===== src/rtl/multicycle_ctrl.sv =====
// multicycle_ctrl: FETCH/DECODE/EXEC/MEM/WB sequencer for a single-ALU RISC-V datapath
module multicycle_ctrl #(
    parameter int INSTRET_W = 32
) (
    input  logic                 clk,
    input  logic                 rst,
    input  logic [31:0]          imem_rdata,
    input  logic                 imem_ready,
    output logic                 imem_req,
    output logic [31:0]          ir,
    input  logic                 Zero,
    input  logic                 dmem_ready,
    output logic                 MemRead,
    output logic                 MemWrite,
    output logic                 PCSrc,
    output logic                 ALUSrc,
    output logic [1:0]           ImmSel,
    output logic [3:0]           ALUCtrl,
    output logic                 RegWrite,
    output logic                 MemToReg,
    output logic                 loadPC,
    output logic                 retire,
    output logic [INSTRET_W-1:0] instret,
    output logic                 illegal
);
    typedef enum logic [2:0] {S_FETCH, S_DECODE, S_EXEC, S_MEM, S_WB, S_TRAP} state_t;
    state_t                r_state, w_next;
    logic [31:0]           r_ir;
    logic [INSTRET_W-1:0]  r_instret;
    logic                  r_illegal;
    logic [6:0]            w_opc, w_f7;
    logic [2:0]            w_f3;
    logic                  w_is_r, w_is_i, w_is_lw, w_is_sw, w_is_beq, w_legal, w_alt, w_dec;
    logic [3:0]            w_arith;
    assign w_opc    = r_ir[6:0];
    assign w_f3     = r_ir[14:12];
    assign w_f7     = r_ir[31:25];
    assign w_is_r   = (w_opc == 7'b0110011) &&
                      ((w_f7 == 7'b0000000 && w_f3 != 3'b011) ||
                       (w_f7 == 7'b0100000 && (w_f3 == 3'b000 || w_f3 == 3'b101)));
    assign w_is_i   = (w_opc == 7'b0010011) &&
                      ((w_f3 == 3'b001) ? (w_f7 == 7'b0000000) :
                       (w_f3 == 3'b101) ? (w_f7 == 7'b0000000 || w_f7 == 7'b0100000) :
                                          (w_f3 != 3'b011));
    assign w_is_lw  = (w_opc == 7'b0000011) && (w_f3 == 3'b010);
    assign w_is_sw  = (w_opc == 7'b0100011) && (w_f3 == 3'b010);
    assign w_is_beq = (w_opc == 7'b1100011) && (w_f3 == 3'b000);
    assign w_legal  = w_is_r || w_is_i || w_is_lw || w_is_sw || w_is_beq;
    // bit 30 selects sub/sra only where it is an opcode bit, never an addi immediate bit
    assign w_alt    = r_ir[30] && (w_is_r || (w_is_i && w_f3 == 3'b101));
    assign w_dec    = (r_state == S_DECODE) || (r_state == S_EXEC) || (r_state == S_MEM) || (r_state == S_WB);
    assign ir       = r_ir;
    assign instret  = r_instret;
    assign illegal  = r_illegal;

    // ALU operation for register/immediate arithmetic, selected by funct3
    always_comb begin
        case (w_f3)
            3'b000:  w_arith = w_alt ? 4'b0110 : 4'b0010;
            3'b001:  w_arith = 4'b1001;
            3'b010:  w_arith = 4'b0111;
            3'b100:  w_arith = 4'b1101;
            3'b101:  w_arith = w_alt ? 4'b1010 : 4'b1000;
            3'b110:  w_arith = 4'b0001;
            3'b111:  w_arith = 4'b0000;
            default: w_arith = 4'b0010;
        endcase
    end

    // state register
    always_ff @(posedge clk) begin
        if (rst) r_state <= S_FETCH;
        else     r_state <= w_next;
    end

    // next-state sequencing; FETCH and MEM wait on their ready without timeout
    always_comb begin
        w_next = r_state;
        case (r_state)
            S_FETCH:  w_next = imem_ready ? S_DECODE : S_FETCH;
            S_DECODE: w_next = w_legal ? S_EXEC : S_TRAP;
            S_EXEC:   w_next = w_is_beq ? S_FETCH : (w_is_lw || w_is_sw) ? S_MEM : S_WB;
            S_MEM:    w_next = !dmem_ready ? S_MEM : w_is_lw ? S_WB : S_FETCH;
            S_WB:     w_next = S_FETCH;
            S_TRAP:   w_next = S_TRAP;
            default:  w_next = S_FETCH;
        endcase
    end

    // control strobes; reset masks every strobe so an abandoned access has no effect
    always_comb begin
        imem_req = !rst && (r_state == S_FETCH);
        MemRead  = !rst && (r_state == S_MEM) && w_is_lw;
        MemWrite = !rst && (r_state == S_MEM) && w_is_sw;
        loadPC   = !rst && (((r_state == S_EXEC) && w_is_beq) ||
                            ((r_state == S_MEM) && w_is_sw && dmem_ready) ||
                            (r_state == S_WB));
        retire   = loadPC;
        PCSrc    = !rst && (r_state == S_EXEC) && w_is_beq && Zero;
        RegWrite = !rst && (r_state == S_WB) && (r_ir[11:7] != 5'd0);
        MemToReg = (r_state == S_WB) && w_is_lw;
        ALUSrc   = w_dec && (w_is_i || w_is_lw || w_is_sw);
        ImmSel   = !w_dec ? 2'b00 : w_is_sw ? 2'b01 : w_is_beq ? 2'b10 : 2'b00;
        ALUCtrl  = !w_dec ? 4'b0000 :
                   (w_is_r || w_is_i) ? w_arith :
                   w_is_beq ? 4'b0110 :
                   (w_is_lw || w_is_sw) ? 4'b0010 : 4'b0000;
    end

    // instruction register, retired counter and sticky trap flag
    always_ff @(posedge clk) begin
        if (rst) begin
            r_ir      <= 32'd0;
            r_instret <= '0;
            r_illegal <= 1'b0;
        end else begin
            if (r_state == S_FETCH && imem_ready) r_ir <= imem_rdata;
            if (retire) r_instret <= r_instret + INSTRET_W'(1);
            if (r_state == S_DECODE && !w_legal) r_illegal <= 1'b1;
        end
    end
endmodule


===== config.mk =====
export PLATFORM = sky130hd
export DESIGN_NAME = multicycle_ctrl
export DESIGN_NICKNAME = d
export VERILOG_FILES = /design/src/rtl/multicycle_ctrl.sv
export SDC_FILE = /design/constraint.sdc
export NUM_CORES = 1
export LEC_CHECK = 0
export CORE_ASPECT_RATIO = 1.4
export CORE_UTILIZATION = 40
export CTS_BUF_LIST = sky130_fd_sc_hd__clkbuf_4 sky130_fd_sc_hd__clkbuf_8 sky130_fd_sc_hd__clkbuf_16
export CTS_CLUSTER_SIZE = 20
export DETAILED_ROUTE_END_ITERATION = 8
export PLACE_DENSITY = 0.7
export SLEW_MARGIN = 20
export SYNTH_ARGS = -nofsm -noshare
export SYNTH_HDL_FRONTEND = slang
export SYNTH_SLANG_ARGS = --single-unit

===== constraint.sdc =====
create_clock -name clk -period 6.2 [get_ports clk]
set_clock_uncertainty 0.2 [all_clocks]
set_input_delay 0.93 -clock clk [delete_from_list [all_inputs] [get_ports clk]]
set_output_delay 0.93 -clock clk [all_outputs]
set_load 0.05 [all_outputs]

==> flow_metrics.tcl <==
set metrics [dict create \
    outcome "complete, no violations" \
    rows 40 \
    fmax_mhz 235 \
    grt_antenna_before_repair 0 \
    min_delay_path_depth 2 \
    global_route_usage_over_all_layers_pct 22.6 \
    synth-seq-area-share_pct 38.8 \
    seq_power_share_pct 39.1 \
    synth_simple_gate_area_share_pct 32.2 \
    postLayoutSetupSlackWorst_ns 1.95 \
    kind_of_start_point_of_the_critical_path "input port" \
    critPathMaxFanout 7 \
    worstPathArrival_ns 3.12 \
    pwr_density_cell_nw_per_um2 243 \
    layout.cells.most_common "clkdlybuf4s50_1" \
    cts.htree.levels 3 \
    residual_drc 0 \
    synth_top_family_by_area "simple AND/OR/NAND/NOR gates" \
    ys_types 66 \
    reg2reg_depth 5 \
    cts_bufs_inserted 9 \
    final_antenna_net_count 0 \
    drt-total-wl_um 9990 \
    chipHeight_um 113 \
    timing.slew.headroom_pct 56.3 \
    power.leakage_nw 1.65 \
    post_synth_mux_area_share_pct 0.606 \
    synth_compound_area_share_pct 19.5 \
    number_of_synthesized_flops_with_an_enable_pin 0 \
    postCtsResizedCells 0 \
    setup_total_negative_slack_ns 0 \
    coreArea_um2 8560 \
    cts_hold_buf 0 \
    drt-pass1-iter-count 4 \
    first_iter_violations 160 \
    ys_dominant_reg_cell "dfxtp_1" \
    insertion_delay_ns 0.33 \
    clkTransAtPathRegs_ns 0.06 \
    cts-root-buf "clkbuf_16" \
    r2r_slack_ns 3.62 \
    synth_nets 463 \
    synth.ff_latch_count 68 \
    final-setup-viol-count 0 \
    ioPinCount 117 \
    count_of_buffers_inserted_at_the_top_level_ports 116 \
    insertedDiodeCount 0 \
    synthXorXnorAreaFrac_pct 3.99 \
    fin_crit_sh_pct 68.6 \
    flow.area_growth_from_synthesis_pct 42.7 \
    multiInputGateArea_um2 2000 \
    drive_gt1_share_pct 8.65 \
    first_global_vias 3270 \
    timing.max_cap.violations 0 \
    timing_worst_slew_pin_value_ns 0.647 \
    synth-warning-count 0 \
    critPathKind "input port to primary output" \
    clock_tree_from_tritoncts "built" \
    detail_route.wl_per_cell_um 15.7 \
    worst_r2r_startpoint "r_state[0]" \
    grt_first_pass_wirelength_um 16000 \
    synth_area_um2 3510 \
    crit_path_end_kind "primary output" \
    async_reset_ff_share_pct 0 \
    final_max_slew_viol_count 0 \
    hold_class "register to register" \
    cts.repair_timing.setup_buffer_count 0 \
    detailedPlacementHpwl_um 7320 \
    finalPower_mw 1.22 \
    design.final.nets 565 \
    p_sw_uw 329 \
    regArea_um2 1360 \
    hold-path-endpoint "ir[20]" \
    globalplace.congestion 0.821 \
    hold_path.startpoint "ir[20]" \
    starting_density_of_the_core_pct 41.0 \
    post_synth_fa_ha_maj_area_fraction_pct 0.357 \
    timing_hold_violations_final 0 \
    synthesis.instances 425 \
    post_synth.cell_area_avg_um2 8.25 \
    grt_start_max_net_pins 40 \
    final.fill_count 784 \
    ratio_of_routed_vias_to_standard_cells 5.41 \
    grt_overflow 0 \
    switching_share_pct 27.1 \
    die_area_um2 9150 \
    pre_cts_ws_ns 1.94 \
    comb_power_share_pct 15.5 \
    power_frac_clock_pct 45.5 \
    rsz0062_at_grt "false" \
    cts_sinks 68 \
    clock_path_buffers 2 \
    ir_drop_mv 0.131 \
    via_count 3447 \
    finalCriticalPeriod_ns 4.25 \
    cp_data_required_time_ns 5.07 \
    die_width_um 81.2 \
    most-common-layout-cells "115 x clkdlybuf4s50_1, 82 x nand2_1, 68 x dfxtp_1, 46 x a21oi_1, 35 x nor2_1" \
    cellInternalPower_uw 888 \
    regToRegEndpoint "instret[25]" \
]
## worst max path at each step
stage	from	to	slack, ns	depth (start not counted)
5_1_grt	ir[31]	ALUCtrl[1]	1.81	6
3_5_place_dp	dmem_ready	loadPC	1.94	6
2_1_floorplan	ir[14]	ALUCtrl[1]	2.16	6
4_1_cts	dmem_ready	loadPC	1.93	6
6_report	dmem_ready	loadPC	1.95	6
3_3_place_gp	dmem_ready	retire	1.96	6
## per-stage QoR
stage | hold slack [ns] | instances | instance area (um2) | util [%]
after floorplan | 0.475 | 425 | 3510 | -
after global placement | 0.242 | 621 | 4680 | 54.7
after detailed placement | 0.249 | 621 | 4680 | 54.7
after CTS | 0.258 | 637 | 5010 | 58.5
after global routing | 0.284 | 637 | 5010 | 58.5
final | 0.262 | 637 | 5010 | 58.5
## flip-flops by register name, summed over array words and instances (netlist names)
register	cells
illegal	1
instret	32
ir	32
r_state	3
## power by group through the flow
stage	clock, mW	sequential [mW]	combinational [mW]
floorplan	0	0.526	0.0758
global placement	0	0.484	0.187
detailed placement	0	0.485	0.189
CTS	0.559	0.476	0.190
global route	0.580	0.479	0.201
finish	0.553	0.476	0.188
## synth_stat cells, drive strengths merged, types with 7 or more instances
master | instances | area share (%)
dfxtp | 68 | 39
nand2 | 82 | 8.8
or3 | 10 | 1.9
nand4 | 7 | 1.7
nand3 | 14 | 2.4
clkbuf | 15 | 1.6
a21oi | 48 | 7.1
xor2 | 7 | 1.7
o21ai | 11 | 1.6
nor3 | 14 | 2.3
nand2b | 7 | 1.2
xnor2 | 9 | 2.2
nor2 | 35 | 3.7
buf | 13 | 2.6
or4 | 8 | 1.8
## kinds of logic (layout without fill, tap and decap cells)
logic type / count (synthesis) / after routing
adder cells (fa/ha/maj): 1 / 1
buffers and inverters: 31 / 138
multiplexers: 2 / 2
AND/OR/NAND/NOR: 211 / 211
flip-flops: 68 / 68
AO/OA/AOI/OAI: 96 / 96
XOR/XNOR: 16 / 16
## layer usage
metal | up-vias | track usage, % | wire, um
met5 | - | 0 | 0
met4 | 0 | 6.19 | 127
met3 | 11 | 4.35 | 482
met2 | 93 | 41.3 | 5410
met1 | 1629 | 25.9 | 3970
li1 | 1714 | - | -
## worst max-delay path, stage by stage
cell,delay [ns]
clkdlybuf4s50_1,0.51
and4b_1,0.27
o2111a_2,0.31
nor2_1,0.12
nor2_1,0.16
clkdlybuf4s50_1,0.82
## layout make-up
cell class	count	share of cell area [%]
repair buffers	119	23.5
flip-flops and latches	68	27.2
multi-input cells	326	39.9
clock inverters	6	1.75
clock buffers	10	4.77
inverters	3	0.225
well taps	105	2.62
No activity file was read; power rests on OpenSTA's default activity.
